## src/rtl/k16_pkg.sv

```systemverilog
// k16 shared definitions: opcodes, ALU functions, branch conditions,
// panel button bits and control-state encoding.
package k16_pkg;

    typedef enum logic [2:0] {
        OP_ALU  = 3'd0,
        OP_ADDI = 3'd1,
        OP_JNZ  = 3'd2,
        OP_MOVI = 3'd3,
        OP_JMP  = 3'd4,
        OP_JAL  = 3'd5,
        OP_LD   = 3'd6,
        OP_ST   = 3'd7
    } op_e;

    localparam logic [3:0] FN_ADD = 4'd0;
    localparam logic [3:0] FN_SUB = 4'd1;
    localparam logic [3:0] FN_AND = 4'd2;
    localparam logic [3:0] FN_OR  = 4'd3;
    localparam logic [3:0] FN_XOR = 4'd4;
    localparam logic [3:0] FN_SHL = 4'd5;
    localparam logic [3:0] FN_SHR = 4'd6;
    localparam logic [3:0] FN_ASR = 4'd7;

    localparam logic [2:0] CC_Z   = 3'd0;
    localparam logic [2:0] CC_NZ  = 3'd1;
    localparam logic [2:0] CC_C   = 3'd2;
    localparam logic [2:0] CC_NC  = 3'd3;
    localparam logic [2:0] CC_N   = 3'd4;
    localparam logic [2:0] CC_NN  = 3'd5;
    localparam logic [2:0] CC_NEV = 3'd6;
    localparam logic [2:0] CC_ALW = 3'd7;

    localparam int BTN_START = 0;
    localparam int BTN_STOP  = 1;
    localparam int BTN_STEP  = 2;
    localparam int BTN_CONT  = 3;
    localparam int BTN_EXAM  = 4;
    localparam int BTN_EXNX  = 5;
    localparam int BTN_DEP   = 6;

    typedef enum logic [2:0] {
        S_STOP,
        S_PAN_ADDR,
        S_PAN_RD,
        S_PAN_WR,
        S_FETCH,
        S_FETCH_WAIT,
        S_EXEC,
        S_MEM_WAIT
    } state_e;

    function automatic logic [15:0] sext7(input logic [6:0] v);
        return {{9{v[6]}}, v};
    endfunction

    function automatic logic [15:0] sext10(input logic [9:0] v);
        return {{6{v[9]}}, v};
    endfunction

endpackage

```

## src/rtl/k16_alu.sv

```systemverilog
// k16 combinational ALU: arithmetic, logic and single-bit shifts
// with carry/borrow, zero and negative outputs.
module k16_alu
    import k16_pkg::*;
(
    input  logic [15:0] a,
    input  logic [15:0] b,
    input  logic [3:0]  fn,
    output logic [15:0] result,
    output logic        c,
    output logic        z,
    output logic        n
);

    logic [16:0] wide;

    always_comb begin
        result = '0;
        c      = 1'b0;
        wide   = '0;
        case (fn)
            FN_ADD: begin
                wide   = {1'b0, a} + {1'b0, b};
                result = wide[15:0];
                c      = wide[16];
            end
            FN_SUB: begin
                // bit 16 of the 17-bit difference is the borrow
                wide   = {1'b0, a} - {1'b0, b};
                result = wide[15:0];
                c      = wide[16];
            end
            FN_AND: result = a & b;
            FN_OR:  result = a | b;
            FN_XOR: result = a ^ b;
            FN_SHL: begin
                result = {a[14:0], 1'b0};
                c      = a[15];
            end
            FN_SHR: begin
                result = {1'b0, a[15:1]};
                c      = a[0];
            end
            FN_ASR: begin
                result = {a[15], a[15:1]};
                c      = a[0];
            end
            default: ;
        endcase
    end

    assign z = (result == 16'h0000);
    assign n = result[15];

endmodule

```

## src/rtl/k16_cpu.sv

```systemverilog
// k16 CPU core: register file, fetch/execute control and the
// front-panel start/stop/step/examine/deposit logic.
module k16_cpu
    import k16_pkg::*;
#(
    parameter logic [15:0] RESET_PC = 16'h0000
) (
    input  logic        clk,
    input  logic        reset,
    output logic        hold,
    output logic        busy,
    output logic [15:0] address,
    input  logic [15:0] data_in,
    output logic [15:0] data_out,
    output logic        write,
    input  logic [15:0] cpuInput0,
    input  logic [15:0] cpuInput1,
    output logic [15:0] cpuOutput0,
    output logic [15:0] cpuOutput1
);

    state_e      state, state_nx;
    logic [15:0] regs [8];
    logic [15:0] pc, ir, pan_addr, pan_data;
    logic        flag_z, flag_c, flag_n;
    logic [6:0]  btn_q, btn_edge;
    logic        stop_req, step_mode;
    logic        unused_btn;

    assign btn_edge   = cpuInput1[6:0] & ~btn_q;
    assign unused_btn = ^cpuInput1[15:7];

    op_e         op;
    logic [2:0]  rd, ra, rb;
    logic [15:0] imm7, off10, base, ea;
    logic [15:0] alu_b, alu_r;
    logic [3:0]  alu_fn;
    logic        alu_c, alu_z, alu_n;
    logic        cond_ok, running, halt_after;

    assign op     = op_e'(ir[15:13]);
    assign rd     = ir[12:10];
    assign ra     = ir[9:7];
    assign rb     = ir[6:4];
    assign imm7   = sext7(ir[6:0]);
    assign off10  = sext10(ir[9:0]);
    assign base   = (ra == 3'd7) ? pc : regs[ra];
    assign ea     = base + imm7;
    assign alu_b  = (op == OP_ADDI) ? imm7 : regs[rb];
    assign alu_fn = (op == OP_ADDI) ? FN_ADD : ir[3:0];

    k16_alu u_alu (
        .a      (regs[ra]),
        .b      (alu_b),
        .fn     (alu_fn),
        .result (alu_r),
        .c      (alu_c),
        .z      (alu_z),
        .n      (alu_n)
    );

    always_comb begin
        cond_ok = 1'b0;
        case (rd)
            CC_Z:   cond_ok = flag_z;
            CC_NZ:  cond_ok = !flag_z;
            CC_C:   cond_ok = flag_c;
            CC_NC:  cond_ok = !flag_c;
            CC_N:   cond_ok = flag_n;
            CC_NN:  cond_ok = !flag_n;
            CC_NEV: cond_ok = 1'b0;
            CC_ALW: cond_ok = 1'b1;
            default: ;
        endcase
    end

    assign running = state inside {S_FETCH, S_FETCH_WAIT,
                                   S_EXEC, S_MEM_WAIT};
    // a STOP edge in the final cycle still counts for this instruction
    assign halt_after = stop_req | step_mode | btn_edge[BTN_STOP];

    logic [15:0] addr_c, dout_c;
    logic        wr_c;

    always_comb begin
        state_nx = state;
        addr_c   = '0;
        dout_c   = '0;
        wr_c     = 1'b0;
        unique case (state)
            S_STOP: begin
                if (btn_edge[BTN_START] || btn_edge[BTN_CONT]
                    || btn_edge[BTN_STEP])
                    state_nx = S_FETCH;
                else if (btn_edge[BTN_EXAM] || btn_edge[BTN_EXNX])
                    state_nx = S_PAN_ADDR;
                else if (btn_edge[BTN_DEP])
                    state_nx = S_PAN_WR;
            end
            S_PAN_ADDR: begin
                addr_c   = pan_addr;
                state_nx = S_PAN_RD;
            end
            S_PAN_RD: state_nx = S_STOP;
            S_PAN_WR: begin
                addr_c   = pan_addr;
                dout_c   = pan_data;
                wr_c     = 1'b1;
                state_nx = S_STOP;
            end
            S_FETCH: begin
                addr_c   = pc;
                state_nx = S_FETCH_WAIT;
            end
            S_FETCH_WAIT: state_nx = S_EXEC;
            S_EXEC: begin
                if (op == OP_LD) begin
                    addr_c   = ea;
                    state_nx = S_MEM_WAIT;
                end else begin
                    if (op == OP_ST) begin
                        addr_c = ea;
                        dout_c = regs[rd];
                        wr_c   = 1'b1;
                    end
                    state_nx = halt_after ? S_STOP : S_FETCH;
                end
            end
            S_MEM_WAIT: state_nx = halt_after ? S_STOP : S_FETCH;
        endcase
    end

    // reset masks the bus so an aborted store never reaches memory
    assign address    = reset ? 16'h0 : addr_c;
    assign data_out   = reset ? 16'h0 : dout_c;
    assign write      = wr_c & ~reset;
    assign hold       = reset | ~running;
    assign busy       = ~reset & (state != S_STOP);
    assign cpuOutput0 = hold ? pan_addr : pc;
    assign cpuOutput1 = hold ? pan_data : ir;

    always_ff @(posedge clk) begin
        if (reset) begin
            state     <= S_STOP;
            pc        <= RESET_PC;
            ir        <= '0;
            pan_addr  <= '0;
            pan_data  <= '0;
            flag_z    <= 1'b0;
            flag_c    <= 1'b0;
            flag_n    <= 1'b0;
            btn_q     <= '0;
            stop_req  <= 1'b0;
            step_mode <= 1'b0;
            for (int i = 0; i < 8; i++) regs[i] <= '0;
        end else begin
            state <= state_nx;
            btn_q <= cpuInput1[6:0];
            if (running && btn_edge[BTN_STOP]) stop_req <= 1'b1;
            unique case (state)
                S_STOP: begin
                    stop_req <= 1'b0;
                    if (btn_edge[BTN_START]) begin
                        pc        <= cpuInput0;
                        step_mode <= 1'b0;
                    end else if (btn_edge[BTN_CONT]) begin
                        step_mode <= 1'b0;
                    end else if (btn_edge[BTN_STEP]) begin
                        step_mode <= 1'b1;
                    end else if (btn_edge[BTN_EXAM]) begin
                        pan_addr <= cpuInput0;
                    end else if (btn_edge[BTN_EXNX]) begin
                        pan_addr <= pan_addr + 16'd1;
                    end else if (btn_edge[BTN_DEP]) begin
                        pan_data <= cpuInput0;
                    end
                end
                S_PAN_RD: pan_data <= data_in;
                S_FETCH_WAIT: begin
                    ir <= data_in;
                    pc <= pc + 16'd1;
                end
                S_EXEC: begin
                    unique case (op)
                        OP_ALU, OP_ADDI: begin
                            if (op == OP_ADDI || !ir[3]) begin
                                regs[rd] <= alu_r;
                                flag_z   <= alu_z;
                                flag_c   <= alu_c;
                                flag_n   <= alu_n;
                            end
                        end
                        OP_MOVI: begin
                            if (ir[9])
                                regs[rd] <= {ir[7:0], regs[rd][7:0]};
                            else
                                regs[rd] <= {8'h00, ir[7:0]};
                        end
                        OP_JMP: if (cond_ok) pc <= pc + off10;
                        OP_JNZ: begin
                            if (regs[rd] != 16'h0) pc <= pc + off10;
                        end
                        OP_JAL: begin
                            regs[rd] <= pc;
                            pc       <= regs[ra] + imm7;
                        end
                        OP_LD, OP_ST: ;
                    endcase
                end
                S_MEM_WAIT: regs[rd] <= data_in;
                default: ;
            endcase
        end
    end

endmodule

```

## config.mk

```make
export PLATFORM = sky130hd
export DESIGN_NAME = k16_cpu
export DESIGN_NICKNAME = d
export VERILOG_FILES = /design/src/rtl/k16_pkg.sv /design/src/rtl/k16_alu.sv /design/src/rtl/k16_cpu.sv
export SDC_FILE = /design/constraint.sdc
export NUM_CORES = 1
export LEC_CHECK = 0
export ABC_AREA = 1
export ABC_CLOCK_PERIOD_IN_PS = 4000
export BUFFER_PORTS_ARGS = -buffer_cell sky130_fd_sc_hd__buf_2
export CORE_MARGIN = 2
export CORE_UTILIZATION = 40
export DETAILED_ROUTE_END_ITERATION = 8
export GPL_TIMING_DRIVEN = 0
export SETUP_SLACK_MARGIN = 0.3
export SLEW_MARGIN = 10
export SYNTH_ARGS = -nofsm -noshare
export SYNTH_HDL_FRONTEND = slang
export SYNTH_SLANG_ARGS = --single-unit
export TNS_END_PERCENT = 30
```

## constraint.sdc

```tcl
create_clock -name clk -period 4 [get_ports clk]
set_clock_uncertainty 0.2 [all_clocks]
set_input_delay 0.2 -clock clk [delete_from_list [all_inputs] [get_ports clk]]
set_output_delay 0.2 -clock clk [all_outputs]
set_load 0.02 [all_outputs]
```

==> key figures <==
Status
  • Status: finished, violations left
  • Failing checks: setup timing

Final layout
  • Layout cells sized above 1: 22.5%
  • Layout Utilization: 52.7%
  • NumNets Final: 3490
  • Syn-to-layout area delta: 29.4%
  • Design area: 25900 µm²

Timing
  • # setup viols final: 111
  • Measured slew at the worst slew-check pin: 1.39 ns
  • Setup tns final: -8.21 ns
  • RSZ-0062 raised after global routing: true
  • Period utilisation layout: 106%
  • Max-slew headroom: 7.08%
  • Final hold viol count: 0
  • Fin crit period: 4.24 ns
  • Fin. max-slew vios: 0
  • Max frequency: 0.236 GHz
  • Setup ws final: -0.238 ns

Place
  • Routability cong.: 1.02
  • DP Area: 21400 µm²
  • Worst slack, placed: -2.35 ns
  • PortBufs: 106
  • Detailed placer's ending HPWL: 78600 µm

Critical path
  • Crit path max fanout: 8
  • Setup CP Type: register to output pin
  • CP max stage delay: 0.35 ns
  • Worst EP required: 3.60 ns
  • Top delay family on crit path: simple AND/OR/NAND/NOR gates
  • CP Launch Type: register
  • Worst path cell trace: buf_12 > buf_12 > clkbuf_16 > nand2_1 > nand3_1 > nand3_2 > nand2_4 > o21ai_0 > ha_1 > nand2_1 > nor2_1 > nand3_1 > nand4_1 > buf_4 > buf_6 > or2_4 > nand3_2 > a31oi_1 > buf_4
  • Crit end category: output pin
  • Slowest CP cell: ha_1
  • Crit path buffers/inverters: 6
  • WP data arrival: 3.84 ns

Clock network
  • H-tree depth: 1
  • Buffer depth of the longest clock path: 3
  • Clock Latency Late Sink: 0.60 ns
  • TritonCTS buffer count: 27
  • Clk root buf: clkbuf_16
  • Clk slew on worst S/H paths: 0.06 ns
  • CTS tree: done
  • CTS Sinks: 216

Synth
  • YS warnings: 0
  • Yosys top cell area share: 19.2%
  • Mapped Cells: 3067
  • Ys async rst share: 0%
  • Mapped Area: 20000 µm²
  • Synth Register Bits: 216
  • EDFF count, synth: 128
  • Synth area leader: edfxtp_1
  • Most used DFF post-synth: edfxtp_1
  • Seq/Total Area, Yosys: 28.0%
  • Synth cell types: 61
  • Syn avg cell area: 6.52 µm²
  • Synth Net Count: 3219
  • Largest cells by area after synthesis: edfxtp_1 19%, nand2_1 12%, dfxtp_1 8.8%, a21oi_1 8.0%, o21ai_0 7.4%

Hold path
  • Worst min path class: input pin to register
  • Min-delay src: cpuInput1[2]

Floorplanning
  • Die Span Y: 228 µm
  • Cell row count: 81
  • Die footprint: 51800 µm²
  • Top Ports: 117
  • Placeable Area: 49200 µm²
  • Initial core utilization: 40.7%
  • Die W: 228 µm

Flow run
  • Max-cap violations: 0

Power and ir drop
  • Pwr dens: 559 nW/µm²
  • Pint: 7.13 mW
  • Pleak: 10.9 nW
  • Clock power frac: 18.1%
  • Peak VDD IR: 0.375 mV
  • Combinational share of power: 62.4%
  • Switch share: 50.7%
  • Sequential fraction of design power: 19.4%
  • Sw power: 7.33 mW

Detailed routing
  • Detailed-route wire length: 106000 µm
  • Initial DRC count: 2847
  • 1st-pass router iterations: 6
  • DR vias/cell: 5.97
  • DRC: 0
  • DR vias: 24000
  • Final antenna-violating net count: 0
  • WL/cell: 26.3 µm

Global routing
  • Tot GR Track Use: 39.5%
  • Vias in the first global route: 22100
  • GRT Residual Overflow: 0
  • Pin count of the biggest net entering global routing: 26
  • Antenna violations before repair: 4
  • First-pass GRT wire length: 148000 µm
==> per-layer routing <==
| layer | up-vias | track usage, % | share of wire (%) |
|---|---|---|---|
| li1 | 10900 | - | - |
| met2 | 1513 | 58.3 | 41 |
| met1 | 11300 | 54.7 | 41 |
| met5 | - | 0 | 0.082 |
| met4 | 10 | 18.9 | 6.0 |
| met3 | 324 | 8.63 | 11 |
==> power groups by stage <==
stage | Sequential [mW] | Clock (mW) | Combinational, mW
2_1_floorplan | 2.71 | 0 | 4.23
3_3_place_gp | 2.82 | 0 | 6.58
3_5_place_dp | 2.83 | 0 | 6.63
4_1_cts | 2.78 | 2.61 | 7.82
5_1_grt | 2.82 | 2.68 | 9.53
6_report | 2.81 | 2.62 | 9.03
==> timing repair <==
action / 4_1_cts / 5_1_grt
hold buffers: 39 / 0
pin swaps: 74 / 134
setup buffers: 36 / 56
gates resized for setup: 406 / 263
hold endpoints to repair: 104 / 0
setup endpoints to repair: 268 / 269
gates cloned: 0 / 5
==> sequential cells by signal, summed over array words and instances, names as in the netlist, named ones only <==
signal	cells
pan_data	16
step_mode	1
flag_n	1
pc	16
btn_q	7
state	3
pan_addr	16
ir	16
regs	128
flag_c	1
stop_req	1
flag_z	1
==> worst register-to-register path: stages, from the launching register on <==
cell	delay, ns
dfxtp_2	0.35
buf_8	0.13
buf_4	0.12
clkbuf_16	0.15
clkbuf_16	0.18
a21oi_2	0.09
o311ai_4	0.40
nand2_2	0.15
inv_4	0.10
ha_4	0.20
buf_6	0.13
buf_6	0.13
nor2_4	0.14
and2_4	0.16
nand2_1	0.07
nand2_2	0.10
nand2_1	0.05
nand3_1	0.09
nand4_1	0.22
o21ai_1	0.21
inv_1	0.08
o21bai_4	0.16
buf_12	0.14
a21oi_1	0.07
==> cell families after synthesis <==
family          share of synthesized area [%]
xor+xnor                                0.788
simple gates                             28.9
flops                                    28.0
buf+inv                                  11.7
compound gates                           24.1
fa+ha+maj                                6.56
==> metrics by stage <==
step                power, mW  hold slack, ns  cells
global route             15.0           0.168   4023
CTS                      13.2           0.126   3962
floorplan                6.94           0.120   3067
finish                   14.5           0.148   4025
global placement         9.41           0.214   3837
detailed placement       9.45           0.219   3837
==> layout by cell type (no fill, tap or decap), drive strengths merged, types with 19 or more instances in the layout <==
cell type,netlist,layout
dfxtp,88,88
nand2,652,652
inv,390,387
o21ai,332,332
ha,97,97
nor3,29,29
buf,86,298
a21oi,320,320
a211oi,40,40
a31oi,19,19
nor2,318,318
dlygate4sd3,0,39
o211ai,47,47
clkbuf,81,101
nand3,293,293
edfxtp,128,128
==> worst paths after layout <==
path	cells past startpoint	slack, ns	endpoint
max	19	-0.24	address[11]
min reg2reg	1	0.28	stop_req$_SDFFE_PN0P_
min	4	0.15	btn_q[2]$_SDFF_PP0_
max reg2reg	23	-0.13	regs[2][7]$_SDFFCE_PN0P_
==> cell usage after synthesis (18+ instances only) <==
| master | instances |
|---|---|
| dfxtp_1 | 88 |
| a211oi_1 | 40 |
| buf_6 | 20 |
| buf_2 | 49 |
| nand2_1 | 642 |
| inv_2 | 18 |
| nor3_1 | 28 |
| o21ai_1 | 25 |
| a21oi_1 | 320 |
| nor2_1 | 302 |
| o211ai_1 | 40 |
| o21ai_0 | 295 |
| nand3_1 | 286 |
| edfxtp_1 | 128 |
| clkbuf_1 | 80 |
| a31oi_1 | 19 |
| inv_1 | 371 |
| ha_1 | 97 |
==> area by class of cell <==
cell class	count	area [µm²]
fill	4928	23300
timing repair buffer	242	1890
buffer	167	1480
tap	664	831
multi-input combinational	2292	13600
clock inverter	21	215
antenna	2	5.00
sequential	216	5620
clock buffer	29	683
inverter	392	1510
(Power assumes the default switching activity.)
